File: src/rtl/cache_da_ring_buf.sv
// Ring-side ingress buffer in front of the cache debug-access engine.
// AR, AW and W are queued independently, AW is paired with W, reads and
// writes share the engine round-robin, and R/B come back through
// one-entry register slices.

package oursring_pkg;
    typedef struct packed {
        logic [5:0]  arid;
        logic [31:0] araddr;
    } oursring_req_if_ar_t;

    typedef struct packed {
        logic [5:0]  awid;
        logic [31:0] awaddr;
    } oursring_req_if_aw_t;

    typedef struct packed {
        logic [31:0] wdata;
        logic [3:0]  wstrb;
        logic        wlast;
    } oursring_req_if_w_t;

    typedef struct packed {
        logic [5:0]  rid;
        logic [31:0] rdata;
        logic [1:0]  rresp;
        logic        rlast;
    } oursring_resp_if_r_t;

    typedef struct packed {
        logic [5:0] bid;
        logic [1:0] bresp;
    } oursring_resp_if_b_t;
endpackage

// Small synchronous FIFO; the head is read combinationally so a granted
// request can be presented and held without a read-latency bubble.
module ring_buf_fifo #(
    parameter int DEPTH = 2,
    parameter int WIDTH = 8
) (
    input  logic             clk,
    input  logic             rst,
    input  logic             push,
    input  logic [WIDTH-1:0] din,
    input  logic             pop,
    output logic [WIDTH-1:0] dout,
    output logic             full,
    output logic             empty
);
    localparam int AW = $clog2(DEPTH);

    logic [WIDTH-1:0] mem [DEPTH];
    logic [AW:0]      wr_ptr_reg;
    logic [AW:0]      rd_ptr_reg;

    // Extra pointer MSB distinguishes full from empty on index equality.
    assign empty = (wr_ptr_reg == rd_ptr_reg);
    assign full  = (wr_ptr_reg[AW] != rd_ptr_reg[AW]) &&
                   (wr_ptr_reg[AW-1:0] == rd_ptr_reg[AW-1:0]);
    assign dout  = mem[rd_ptr_reg[AW-1:0]];

    // Storage write; contents need no reset since pointers gate visibility.
    always_ff @(posedge clk) begin
        if (push) begin
            mem[wr_ptr_reg[AW-1:0]] <= din;
        end
    end

    // Pointer update with wrap-around.
    always_ff @(posedge clk) begin
        if (rst) begin
            wr_ptr_reg <= '0;
            rd_ptr_reg <= '0;
        end else begin
            if (push) wr_ptr_reg <= wr_ptr_reg + {{AW{1'b0}}, 1'b1};
            if (pop)  rd_ptr_reg <= rd_ptr_reg + {{AW{1'b0}}, 1'b1};
        end
    end
endmodule

// One-entry response register slice; may reload in the same cycle it drains.
module ring_buf_slice #(
    parameter int WIDTH = 8
) (
    input  logic             clk,
    input  logic             rst,
    input  logic             in_valid,
    output logic             in_ready,
    input  logic [WIDTH-1:0] in_data,
    output logic             out_valid,
    input  logic             out_ready,
    output logic [WIDTH-1:0] out_data
);
    logic full_reg;
    logic load;

    assign in_ready  = !full_reg || out_ready;
    assign load      = in_valid && in_ready;
    assign out_valid = full_reg;

    // Occupancy and payload capture.
    always_ff @(posedge clk) begin
        if (rst) begin
            full_reg <= 1'b0;
            out_data <= '0;
        end else begin
            full_reg <= load || (full_reg && !out_ready);
            if (load) out_data <= in_data;
        end
    end
endmodule

module cache_da_ring_buf
    import oursring_pkg::*;
#(
    parameter int AR_DEPTH = 2,
    parameter int AW_DEPTH = 2,
    parameter int W_DEPTH  = 2
) (
    input  logic                clk,
    input  logic                rst,
    input  logic                up_arvalid,
    output logic                up_arready,
    input  oursring_req_if_ar_t up_ar,
    input  logic                up_awvalid,
    output logic                up_awready,
    input  oursring_req_if_aw_t up_aw,
    input  logic                up_wvalid,
    output logic                up_wready,
    input  oursring_req_if_w_t  up_w,
    output logic                up_rvalid,
    input  logic                up_rready,
    output oursring_resp_if_r_t up_r,
    output logic                up_bvalid,
    input  logic                up_bready,
    output oursring_resp_if_b_t up_b,
    output logic                dn_arvalid,
    input  logic                dn_arready,
    output oursring_req_if_ar_t dn_ar,
    output logic                dn_awvalid,
    input  logic                dn_awready,
    output oursring_req_if_aw_t dn_aw,
    output logic                dn_wvalid,
    input  logic                dn_wready,
    output oursring_req_if_w_t  dn_w,
    input  logic                dn_rvalid,
    output logic                dn_rready,
    input  oursring_resp_if_r_t dn_r,
    input  logic                dn_bvalid,
    output logic                dn_bready,
    input  oursring_resp_if_b_t dn_b,
    output logic                busy
);
    typedef enum logic [1:0] {ARB_IDLE, ARB_WR, ARB_RD} arb_state_t;

    arb_state_t state_reg, state_next;
    logic last_wr_reg, last_wr_next;
    logic aw_done_reg, aw_done_next;
    logic w_done_reg, w_done_next;

    logic ar_full, ar_empty, aw_full, aw_empty, w_full, w_empty;
    logic ar_pop, aw_pop, w_pop;
    logic wr_cand, rd_cand;

    // Ring sees no ready while reset is held.
    assign up_arready = !ar_full && !rst;
    assign up_awready = !aw_full && !rst;
    assign up_wready  = !w_full && !rst;

    ring_buf_fifo #(.DEPTH(AR_DEPTH), .WIDTH($bits(oursring_req_if_ar_t))) u_ar_fifo (
        .clk(clk), .rst(rst), .push(up_arvalid && up_arready), .din(up_ar),
        .pop(ar_pop), .dout(dn_ar), .full(ar_full), .empty(ar_empty)
    );
    ring_buf_fifo #(.DEPTH(AW_DEPTH), .WIDTH($bits(oursring_req_if_aw_t))) u_aw_fifo (
        .clk(clk), .rst(rst), .push(up_awvalid && up_awready), .din(up_aw),
        .pop(aw_pop), .dout(dn_aw), .full(aw_full), .empty(aw_empty)
    );
    ring_buf_fifo #(.DEPTH(W_DEPTH), .WIDTH($bits(oursring_req_if_w_t))) u_w_fifo (
        .clk(clk), .rst(rst), .push(up_wvalid && up_wready), .din(up_w),
        .pop(w_pop), .dout(dn_w), .full(w_full), .empty(w_empty)
    );

    assign wr_cand = !aw_empty && !w_empty;
    assign rd_cand = !ar_empty;

    // Arbiter state, fairness bit and write-half completion flags.
    always_ff @(posedge clk) begin
        if (rst) begin
            state_reg   <= ARB_IDLE;
            last_wr_reg <= 1'b0;
            aw_done_reg <= 1'b0;
            w_done_reg  <= 1'b0;
        end else begin
            state_reg   <= state_next;
            last_wr_reg <= last_wr_next;
            aw_done_reg <= aw_done_next;
            w_done_reg  <= w_done_next;
        end
    end

    // Grant selection and downstream handshake; a grant is held until done.
    always_comb begin
        state_next   = state_reg;
        last_wr_next = last_wr_reg;
        aw_done_next = aw_done_reg;
        w_done_next  = w_done_reg;
        dn_arvalid   = 1'b0;
        dn_awvalid   = 1'b0;
        dn_wvalid    = 1'b0;
        ar_pop       = 1'b0;
        aw_pop       = 1'b0;
        w_pop        = 1'b0;
        case (state_reg)
            ARB_IDLE: begin
                if (wr_cand && rd_cand) begin
                    state_next = last_wr_reg ? ARB_RD : ARB_WR;
                end else if (wr_cand) begin
                    state_next = ARB_WR;
                end else if (rd_cand) begin
                    state_next = ARB_RD;
                end
            end
            ARB_WR: begin
                dn_awvalid = !aw_done_reg;
                dn_wvalid  = !w_done_reg;
                aw_pop     = dn_awvalid && dn_awready;
                w_pop      = dn_wvalid && dn_wready;
                if ((aw_done_reg || aw_pop) && (w_done_reg || w_pop)) begin
                    state_next   = ARB_IDLE;
                    last_wr_next = 1'b1;
                    aw_done_next = 1'b0;
                    w_done_next  = 1'b0;
                end else begin
                    aw_done_next = aw_done_reg || aw_pop;
                    w_done_next  = w_done_reg || w_pop;
                end
            end
            ARB_RD: begin
                dn_arvalid = 1'b1;
                if (dn_arready) begin
                    ar_pop       = 1'b1;
                    state_next   = ARB_IDLE;
                    last_wr_next = 1'b0;
                end
            end
            default: state_next = ARB_IDLE;
        endcase
    end

    ring_buf_slice #(.WIDTH($bits(oursring_resp_if_r_t))) u_r_slice (
        .clk(clk), .rst(rst), .in_valid(dn_rvalid), .in_ready(dn_rready), .in_data(dn_r),
        .out_valid(up_rvalid), .out_ready(up_rready), .out_data(up_r)
    );
    ring_buf_slice #(.WIDTH($bits(oursring_resp_if_b_t))) u_b_slice (
        .clk(clk), .rst(rst), .in_valid(dn_bvalid), .in_ready(dn_bready), .in_data(dn_b),
        .out_valid(up_bvalid), .out_ready(up_bready), .out_data(up_b)
    );

    assign busy = !ar_empty || !aw_empty || !w_empty || up_rvalid || up_bvalid ||
                  (state_reg != ARB_IDLE);
endmodule

File: config.mk
export PLATFORM = sky130hd
export DESIGN_NAME = cache_da_ring_buf
export DESIGN_NICKNAME = d
export VERILOG_FILES = /design/src/rtl/cache_da_ring_buf.sv
export SDC_FILE = /design/constraint.sdc
export NUM_CORES = 1
export LEC_CHECK = 0
export ABC_AREA = 1
export BUFFER_PORTS_ARGS = -buffer_cell sky130_fd_sc_hd__buf_2
export CORE_MARGIN = 3
export CORE_UTILIZATION = 45
export CTS_BUF_LIST = sky130_fd_sc_hd__clkbuf_8
export CTS_CLUSTER_DIAMETER = 200
export DETAILED_ROUTE_END_ITERATION = 8
export PLACE_DENSITY = 0.84
export SETUP_SLACK_MARGIN = 0.4
export SLEW_MARGIN = 40
export SYNTH_ARGS = -nofsm -noshare
export SYNTH_HDL_FRONTEND = slang
export SYNTH_SLANG_ARGS = --single-unit
File: constraint.sdc
create_clock -name clk -period 3.78 [get_ports clk]
set_clock_uncertainty 0.1 [all_clocks]
set_input_delay 0.378 -clock clk [delete_from_list [all_inputs] [get_ports clk]]
set_output_delay 0.378 -clock clk [all_outputs]
set_load 0.01 [all_outputs]
* After elaboration in Yosys (flattened, before gate mapping)
Memories as Yosys holds them, arrays and structs flattened. A register that Yosys moved wholly into a read port is not among the register bits. Cells that the tools add are included. W data, S select, Z words.
Storage, ports and cells: memories kept 3, bits of input ports 174, logic and storage cells 115, register bits 68, output and inout bits 173, memory bits (writable) 226
Cells by class: add/subtract/negate cells 6, eq/ne operators 14, muxes and demuxes 31, reductions and logical operators 47
Memories:
- u_ar_fifo.mem | words 2, width 38, read ports 1, clocked after Yosys merged registers in 1, wr ports 1, line 53 | logic [WIDTH-1:0] mem [DEPTH];
- u_aw_fifo.mem | words 2, width 38, read ports 1, clocked after Yosys merged registers in 1, wr ports 1, line 53
- u_w_fifo.mem | words 2, width 37, read ports 1, clocked after Yosys merged registers in 1, wr ports 1, line 53
Operators with widths (number):
- $mux W1 | 23
- $logic_and A1 B1 Y1 | 18
- $logic_not A1 Y1 | 13
- $add A2 B1 Y2 const B | 6
- $mux W2 | 6
- $logic_or A1 B1 Y1 | 11
- $eq A2 B2 Y1 | 3
- $pmux W2 S3 | 1
- $reduce_and A3 Y1 | 2
- $ne A2 B2 Y1 const B | 2
- $ne A4 B4 Y1 const B | 1
- $reduce_bool A2 Y1 | 2
- $eq A1 B1 Y1 | 3
- $ne A1 B1 Y1 | 3
- $eq A2 B1 Y1 const B | 1
- $eq A2 B2 Y1 const B | 1
- $logic_not A2 Y1 | 1
- $pmux W1 S2 | 1

* Longest topological paths before layout
Gate-level depths: netlist of run 1.
depth in word-level cells 7, mapped depth 8, gate-level depth less buffers 8

* By module
Synthesis of run 1 repeated with hierarchy kept, for this count alone.
Unflattened totals: cell total of the unflattened synthesis 1099, area, all modules 11967.7 um^2
By module, submodules not included:
- ring_buf_fifo at u_ar_fifo ... | seq. area each 2382.3 um^2, instances 2, area each 3070.4 um^2, cells an instance 238
- ring_buf_fifo at u_w_fifo | seq. area each 2322.2 um^2, instances 1, area each 3080.5 um^2, cells an instance 233
- ring_buf_slice at u_r_slice | seq. area each 840.8 um^2, instances 1, area each 1871.8 um^2, cells an instance 274
- ring_buf_slice at u_b_slice | seq. area each 180.2 um^2, instances 1, area each 473.0 um^2, cells an instance 57
- cache_da_ring_buf | seq. area each 100.1 um^2, instances 1, area each 401.6 um^2, cells an instance 59

* Least setup slack after synthesis of run 1
Ideal clock, no wire load.
kind input to register, start point input rst, end point memory u_ar_fifo.mem[1][0] (netlist name) (enable), setup slack 0.774 ns, data arrival time 2.473 ns, stages 5, path buffers 2, path through buf_6 inv_1 buf_4 nand3_1 nor2_1
On the way: word-level cells in the longest chain between the ends 5
Ends and longest elaborated chain:
- start: declaration | line 122 | input logic rst,
- $logic_not A1 Y1 | line 167 | assign up_arready = !ar_full && !rst;
- $logic_and A1 B1 Y1 | line 167
- $logic_and A1 B1 Y1 | line 172 | .clk(clk), .rst(rst), .push(up_arvalid && up_arready), .din(up_ar),
- $mux W1 | line 65 | if (push) begin
- $mux W1 (implied by the code) | line 66 | mem[wr_ptr_reg[AW-1:0]] <= din;
- end: declaration | line 53
No other way between the ends.

==> metrics.md, run 1 <==
| Metric | Value |
|---|---|
| Average size of a mapped cell | `roughly 15 um^2` |
| Actual slew at the worst max-slew pin | `about 0.68 ns` |
| Crit-path cells | `buf_4 -> mux2_2 -> buf_2` |
| Vias | `~8,000` |
| Seq cells post-synth | `slightly below 300` |
| Critical setup path kind | `reg -> out` |
| GRT Residual Overflow | `0` |
| Tcrit/Tclk final | `0.7039` |
| Syn Nets | `~900` |
| Power, Total | `between 7 and 8 mW` |
| Fmax | `~0.38 GHz` |
| Hold-fix buffers, CTS | `between 150 and 200` |
| Row cnt | `56` |
| Drt pass-1 iters | `5` |
| Number of setup violations in the final report | `0` |
| Synth cell types | `24` |
| Initial antenna violation count | `6` |
| Ratio of cells with drive above 1 in the final layout | `0.4231` |
| Placed cells | `approximately 1,400` |
| CTS buffer count | `between 40 and 50` |
| # fillers | `1,622` |
| Data required time of the critical path | `about 3.3 ns` |
| P&R area growth vs syn | `42.36%` |
| Clock Sinks | `roughly 300` |
| Crit Path Max Fanout | `24` |
| Initial DRC count | `450` |
| Slowest stage cell, crit path | `dfxtp_1` |
| Post-CTS sizing | `0` |
| CTS tree | `done` |
| Slew Limit Fails | `0` |
| Final Hold Vio Count | `0` |
| Port bufs | `around 350` |
| CP max stage delay | `just under 0.7 ns` |
| CP Capture Type | `output pin` |
| Clock tree buffer depth | `3` |
| Mapped Area | `0.01094 mm^2` |
| First-pass GRT wire length | `45.44 mm` |
| Overall die width | `between 150 and 200 um` |
| Vias per inst | `around 4.9` |
| Status | `finished clean` |
| Vias in the first global route | `8,606` |
| Hold Path Cell Cnt | `3` |
| Worst slew margin | `0.5457` |
| Hold Path Class | `in -> reg` |
| Root buffer cell | `clkbuf_8` |
| Die area | `0.02621 mm^2` |
| Setup_tns | `0 ns` |
| Syn Inst Count | `728` |
| Post-Route WL | `a little under 30 mm` |
| Util after Layout | `0.6574` |
| Largest delay share family, worst path | `flip-flops` |
| Max Cap Viol | `0` |
| Worst path depth | `3` |
| Post-CTS Setup Inserts | `0` |
| CP bufs+invs | `2` |
| Crit start category | `flop` |
| Routability cong. | `a little under 0.8` |
| Worst skew pair latency | `between 0.5 and 0.6 ns` |
| Tmin final | `2.661 ns` |
| Worst-path clk slew | `about 0.060 ns` |
| I/O pin count | `347` |
| DRC | `0` |
| WL/cell | `~18 um` |
| Post-synthesis sequential area ratio | `0.7505` |
| YS warnings | `0` |
| Nets@finish | `1,443` |
| RSZ-0062 raised after global routing | `false` |
| Footprint of the multi-input gates | `between 0.002 and 0.0025 mm^2` |
| DP HPWL | `between 15 and 20 mm` |
| Worst ir drop on vdd | `approximately 0.37 mV` |
| Core ar. | `approximately 0.024 mm^2` |
| FF+latch area | `0.008208 mm^2` |
| Worst Path Arrival | `2.18 ns` |
| PwrDens | `around 460 mW/mm^2` |
| ANT nets after route | `0` |
| Die H | `161.9 um` |
| Starting Density | `0.4618` |
| R2R cell count | `7` |
| Largest net degree at the start of global routing | `52` |
| Gr usage total | `0.2196` |
| Finished Layout Cells | `~1,600` |
| LEAKAGE | `6.363 nW` |
| H-Tree Depth | `2` |
[area by class of cell]
class                      count  area share
tap                          319     0.02563
antenna                        4   0.0006429
inverter                      30    0.007232
clock inverter                37     0.01495
clock buffer                  50     0.04420
multi-input combinational    373      0.1589
sequential                   297      0.5272
timing repair buffer         520      0.2213
[synthesized netlist by cell type, drive strengths merged]
| master | number | area share |
|---|---|---|
| nand4 | 2 | 0.0011 |
| dfxtp | 71 | 0.13 |
| edfxtp | 226 | 0.62 |
| inv | 30 | 0.010 |
| nand2 | 50 | 0.019 |
| nor4 | 2 | 0.0011 |
| nand3 | 12 | 0.0055 |
| buf | 21 | 0.013 |
| mux2 | 113 | 0.12 |
| nor3b | 2 | 0.0034 |
| nor2 | 109 | 0.037 |
| o21ai | 55 | 0.026 |
| a21oi | 25 | 0.012 |
| xor2 | 3 | 0.0024 |
| clkbuf | 7 | 0.0024 |
[report_power, final]
group / internal (mW) / switching (mW)
clock network: 1.43 / 1.22
registers: 3.66 / 0.0535
logic: 0.399 / 0.429
total: 5.49 / 1.70
[cells in the final DEF (no fill, tap or decap), drive strengths merged]
cell type and n:
nor3b 2, clkinv 19, dfxtp 71, o21ai 55
mux2 113, buf 357, edfxtp 226, a21oi 25
nor2 109, clkbuf 50, nor4 2, nand2 50
inv 44, dlygate4sd3 163, nand4 2, clkinvlp 1
nand3 12, diode 4, bufinv 3, xor2 3
[metal layers]
| layer | vias up | track usage | wire (um) | share of wire |
|---|---|---|---|---|
| li1 | 3709 | - | - | - |
| met3 | 88 | 0.06223 | 2319 | 0.079 |
| met1 | 3750 | 0.2390 | 10640 | 0.36 |
| met5 | - | 0 | 18 | 0.00061 |
| met4 | 2 | 0.09965 | 1211 | 0.041 |
| met2 | 399 | 0.3970 | 15320 | 0.52 |
[worst paths after layout]
| path | startpoint | end | slack [ns] |
|---|---|---|---|
| setup / recovery | flop | dn_w[34] | 1.12 |
| setup reg to reg | u_ar_fifo.wr_ptr_reg[0] | u_ar_fifo.mem[0][18] | 1.75 |
| hold / removal | up_wvalid | u_w_fifo.wr_ptr_reg[1] | 0.05 |
| hold reg to reg | u_r_slice.out_data[35] | u_r_slice.out_data[35] | 0.37 |
[cells by family (layout without fill, tap and decap cells)]
group                     after synthesis  count (layout)  synth area share
DFF                                   297             297            0.7505
and+or+nand+nor                       177             177           0.06738
muxes                                 113             113            0.1163
AOI/OAI and AO/OA                      80              80           0.03798
buffers and inverters                  58             637           0.02540
xor gates and xnor gates                3               3          0.002403
other                                   0               4                 0
[metrics by stage]
stage,instance area (um^2),hold WS [ns],setup WS (ns)
floorplan,10940,0.3414,0.7738
global placement,13010,0.3563,1.183
detailed placement,13010,0.3641,1.124
CTS,15560,0.002979,1.048
global route,15570,0.03041,0.9943
finish,15570,0.05105,1.119
[tightest hold or removal path: cells and delay by family]
kind,cells,cell delay [ns]
buffers and inverters,1,0.12
and+or+nand+nor,1,0.08
AOI/OAI and AO/OA,1,0.06
(Power assumes the default switching activity.)
==> inputs of run 2 (changes only) <==
Settings changed: ABC_AREA 1 to 0.
Clock period 3.78 ns to 2.5 ns, I/O delays scaled along.
==> metrics.md, run 2 <==
| Metric | Value |
|---|---|
| Worst ir drop on vdd | `0.5269 mV (+42%)` |
| Slew Limit Fails | `0 (unchanged)` |
| CP Capture Type | `output pin` |
| P&R area growth vs syn | `47.17%` |
| ANT nets after route | `0 (unchanged)` |
| Initial DRC count | `423 (-6.0%)` |
| Flop-to-flop setup slack | `0.53 ns (-1.22 ns)` |
| Critical R2R Launch | `u_aw_fifo.rd_ptr_reg[1]` |
| Status | `finished clean` |
| Synth top cells by count | `226 x edfxtp_1, 113 x mux2_2, 103 x nand2_1` |
| RSZ-0062 raised after global routing | `true` |
| Worst hold slack | `0.1294 ns (+0.07837 ns)` |
| DRC | `0 (unchanged)` |
| Post-Route WL | `29.40 mm (-0.34%)` |
| Vias | `7,950 (+0.025%)` |
| Setup_tns | `0 ns (unchanged)` |
| Worst R2R End | `u_aw_fifo.mem[0][36]` |
| Average size of a mapped cell | `15.82 um^2 (+5.3%)` |
| Leading area contributor after synthesis | `edfxtp_1` |
| Ratio of cells with drive above 1 in the final layout | `0.4419 (+0.01883)` |
| Overall die width | `161.1 um (-0.50%)` |
| Tmin final | `around 2 ns` |
| Post-synth EDFFs | `226 (unchanged)` |
| Routability cong. | `0.7695 (-2.0%)` |
| Worst Hold End | `u_aw_fifo.wr_ptr_reg[0]` |
| YS warnings | `0 (unchanged)` |
| H-Tree Depth | `2 (unchanged)` |
| Syn Inst Count | `684 (-6.0%)` |
| Row cnt | `56 (unchanged)` |
| Data required time of the critical path | `2.15 ns (-1.15 ns)` |
| Worst skew pair latency | `0.56 ns (+0.03 ns)` |
| Largest net degree at the start of global routing | `67 (+29%)` |
| Vias per inst | `4.953 (+1.6%)` |
| DP HPWL | `16.51 mm (-2.5%)` |
| Initial antenna violation count | `3 (-3)` |
| Top cells by area, synth | `edfxtp_1 63%, dfxtp_1 13%, mux2_2 12%` |
| Vias in the first global route | `8,450 (-1.8%)` |
| Starting Density | `0.4597 (-0.002087)` |
| Die H | `161.1 um (-0.50%)` |
| Nets@finish | `1,422 (-1.5%)` |
| Root buffer cell | `clkbuf_8` |
| Hold path start | `rst` |
| Crit start category | `flop` |
| Hold Path Cell Cnt | `3 (unchanged)` |
| Die area | `0.02595 mm^2 (-1.0%)` |
| Worst Path Arrival | `1.71 ns (-0.47 ns)` |
| Worst-path clk slew | `0.06 ns (about the same)` |
| Placed cells | `1,330 (-3.3%)` |
| Crit Path Max Fanout | `3 (-88%)` |
| Post-synthesis sequential area ratio | `0.7584 (+0.007895)` |
| Fmax | `0.4856 GHz` |
| Power, Total | `11.35 mW (+58%)` |
| Number of setup violations in the final report | `0 (unchanged)` |
| Synth cell types | `27 (+13%)` |
| Mapped Area | `0.01082 mm^2 (-1.0%)` |
| CTS tree | `done` |
| Drt pass-1 iters | `5 (unchanged)` |
| I/O pin count | `347 (unchanged)` |
| LEAKAGE | `6.351 nW (-0.19%)` |
| Async set or reset register ratio after synthesis | `0 (unchanged)` |
| Commonest register cell after synthesis | `edfxtp_1` |
| R2R cell count | `5 (-2)` |
| Port bufs | `346 (unchanged)` |
| Clock tree buffer depth | `3 (unchanged)` |
| Final Hold Vio Count | `0 (unchanged)` |
| Hold Path Class | `in -> reg` |
| CTS buffer count | `48 (+2.1%)` |
| Gr usage total | `0.2176 (-0.001949)` |
| Seq cells post-synth | `297 (unchanged)` |
| WL/cell | `18.32 um (+1.2%)` |
| Actual slew at the worst max-slew pin | `0.7035 ns (+0.02303 ns)` |
| Commonest non-fill, non-tap cell in the layout | `buf_2` |
| GRT Residual Overflow | `0 (unchanged)` |
| Core ar. | `0.02354 mm^2 (-0.59%)` |
| First-pass GRT wire length | `44.88 mm (-1.2%)` |
| Syn Nets | `858 (-4.9%)` |
| PwrDens | `712.6 mW/mm^2 (+54%)` |
| Critical setup path kind | `reg -> out` |
| Worst slew margin | `0.5310 (-0.01469)` |
| Finished Layout Cells | `1,605 (-1.5%)` |
| Max Cap Viol | `0 (unchanged)` |
| Most frequent cells in the layout | `345 x buf_2, 226 x edfxtp_1, 181 x dlygate4sd3_1, 113 x mux2_2, 102 x nand2_1` |
| Clock Sinks | `297 (unchanged)` |
| Yosys top cell area share | `0.6271 (+0.006528)` |
| Tcrit/Tclk final | `0.8237` |
| Top-count cell post-synth | `edfxtp_1` |
run 2: cell types whose count changed after synthesis, sizes merged, moves of 4 or more:
cell / before / now
inv: 30 / 2
nand2: 50 / 103
nor3: 0 / 4
xnor2: 0 / 9
nor2: 109 / 23
nand2b: 0 / 4
o21ai: 55 / 1
a21oi: 25 / 58
a211oi: 0 / 5
xor2: 3 / 9
run 2: metal layers:
| layer | share of wire | global-route usage | wire length (um) | vias up |
|---|---|---|---|---|
| met5 | 0 | 0 | 0 | - |
| met4 | 0.038 | 0.09386 | 1118 | 0 |
| met3 | 0.073 | 0.05591 | 2150 | 79 |
| met2 | 0.52 | 0.3898 | 15290 | 379 |
| met1 | 0.37 | 0.2466 | 10840 | 3855 |
| li1 | - | - | - | 3637 |
run 2: power by group:
part / total (mW) / internal [mW] / switching [mW]
combinational: 1.65 / 0.833 / 0.814
clock: 3.98 / 2.07 / 1.91
sequential: 5.73 / 5.59 / 0.130
total: 11.4 / 8.50 / 2.85
run 2: timing repair:
item,4_1_cts,5_1_grt
pin swaps,3,4
hold buffers,181,0
hold endpoints to repair,292,0
endpoints found under the setup margin,62,19
cloned,0,1
gates resized for setup,15,8
buffers inserted,2,3
run 2: layout make-up:
cell class                 count  area (um^2)
inverter                       2        7.507
timing repair buffer         545         3752
clock inverter                32        185.2
multi-input combinational    354         2610
fill                        1537         7615
clock buffer                  53        729.5
tap                          319        399.1
antenna                        3        7.507
sequential                   297         8237
run 2: cell families after synthesis:
family	count (synthesis)	share of synthesized area
DFF	297	0.7584
and+or+nand+nor	152	0.05850
muxes	116	0.1203
AOI/OAI and AO/OA	68	0.03491
buffers and inverters	33	0.01330
xor gates and xnor gates	18	0.01457
run 2: worst max-delay path, stage by stage, from the launching register on:
cell     delay, ns
dfxtp_4       0.37
xor2_4        0.19
nor4_4        0.31
nand3_1       0.13
buf_6         0.15
run 2: worst max path at each step:
stage                            startpoint                   end  slack [ns]  depth (start not counted)
finish              u_aw_fifo.rd_ptr_reg[0]                  busy        0.44                          4
global route        u_ar_fifo.rd_ptr_reg[1]                  busy        0.36                          5
CTS                 u_ar_fifo.wr_ptr_reg[0]                  busy        0.40                          5
detailed placement  u_aw_fifo.rd_ptr_reg[0]  u_aw_fifo.mem[0][29]        0.58                          5
global placement     u_w_fifo.rd_ptr_reg[1]    u_w_fifo.mem[0][0]        0.63                          5
floorplan           u_aw_fifo.rd_ptr_reg[1]   u_aw_fifo.mem[1][0]        0.33                          2
run 2: metrics by stage:
stage	setup slack, ns	utilization	instance area (um^2)
after floorplan	0.3301	-	10910
after global routing	0.3552	0.6766	15930
after CTS	0.4031	0.6729	15840
after detailed placement	0.5849	0.5535	13030
final	0.4407	0.6766	15930
after global placement	0.6268	0.5535	13030
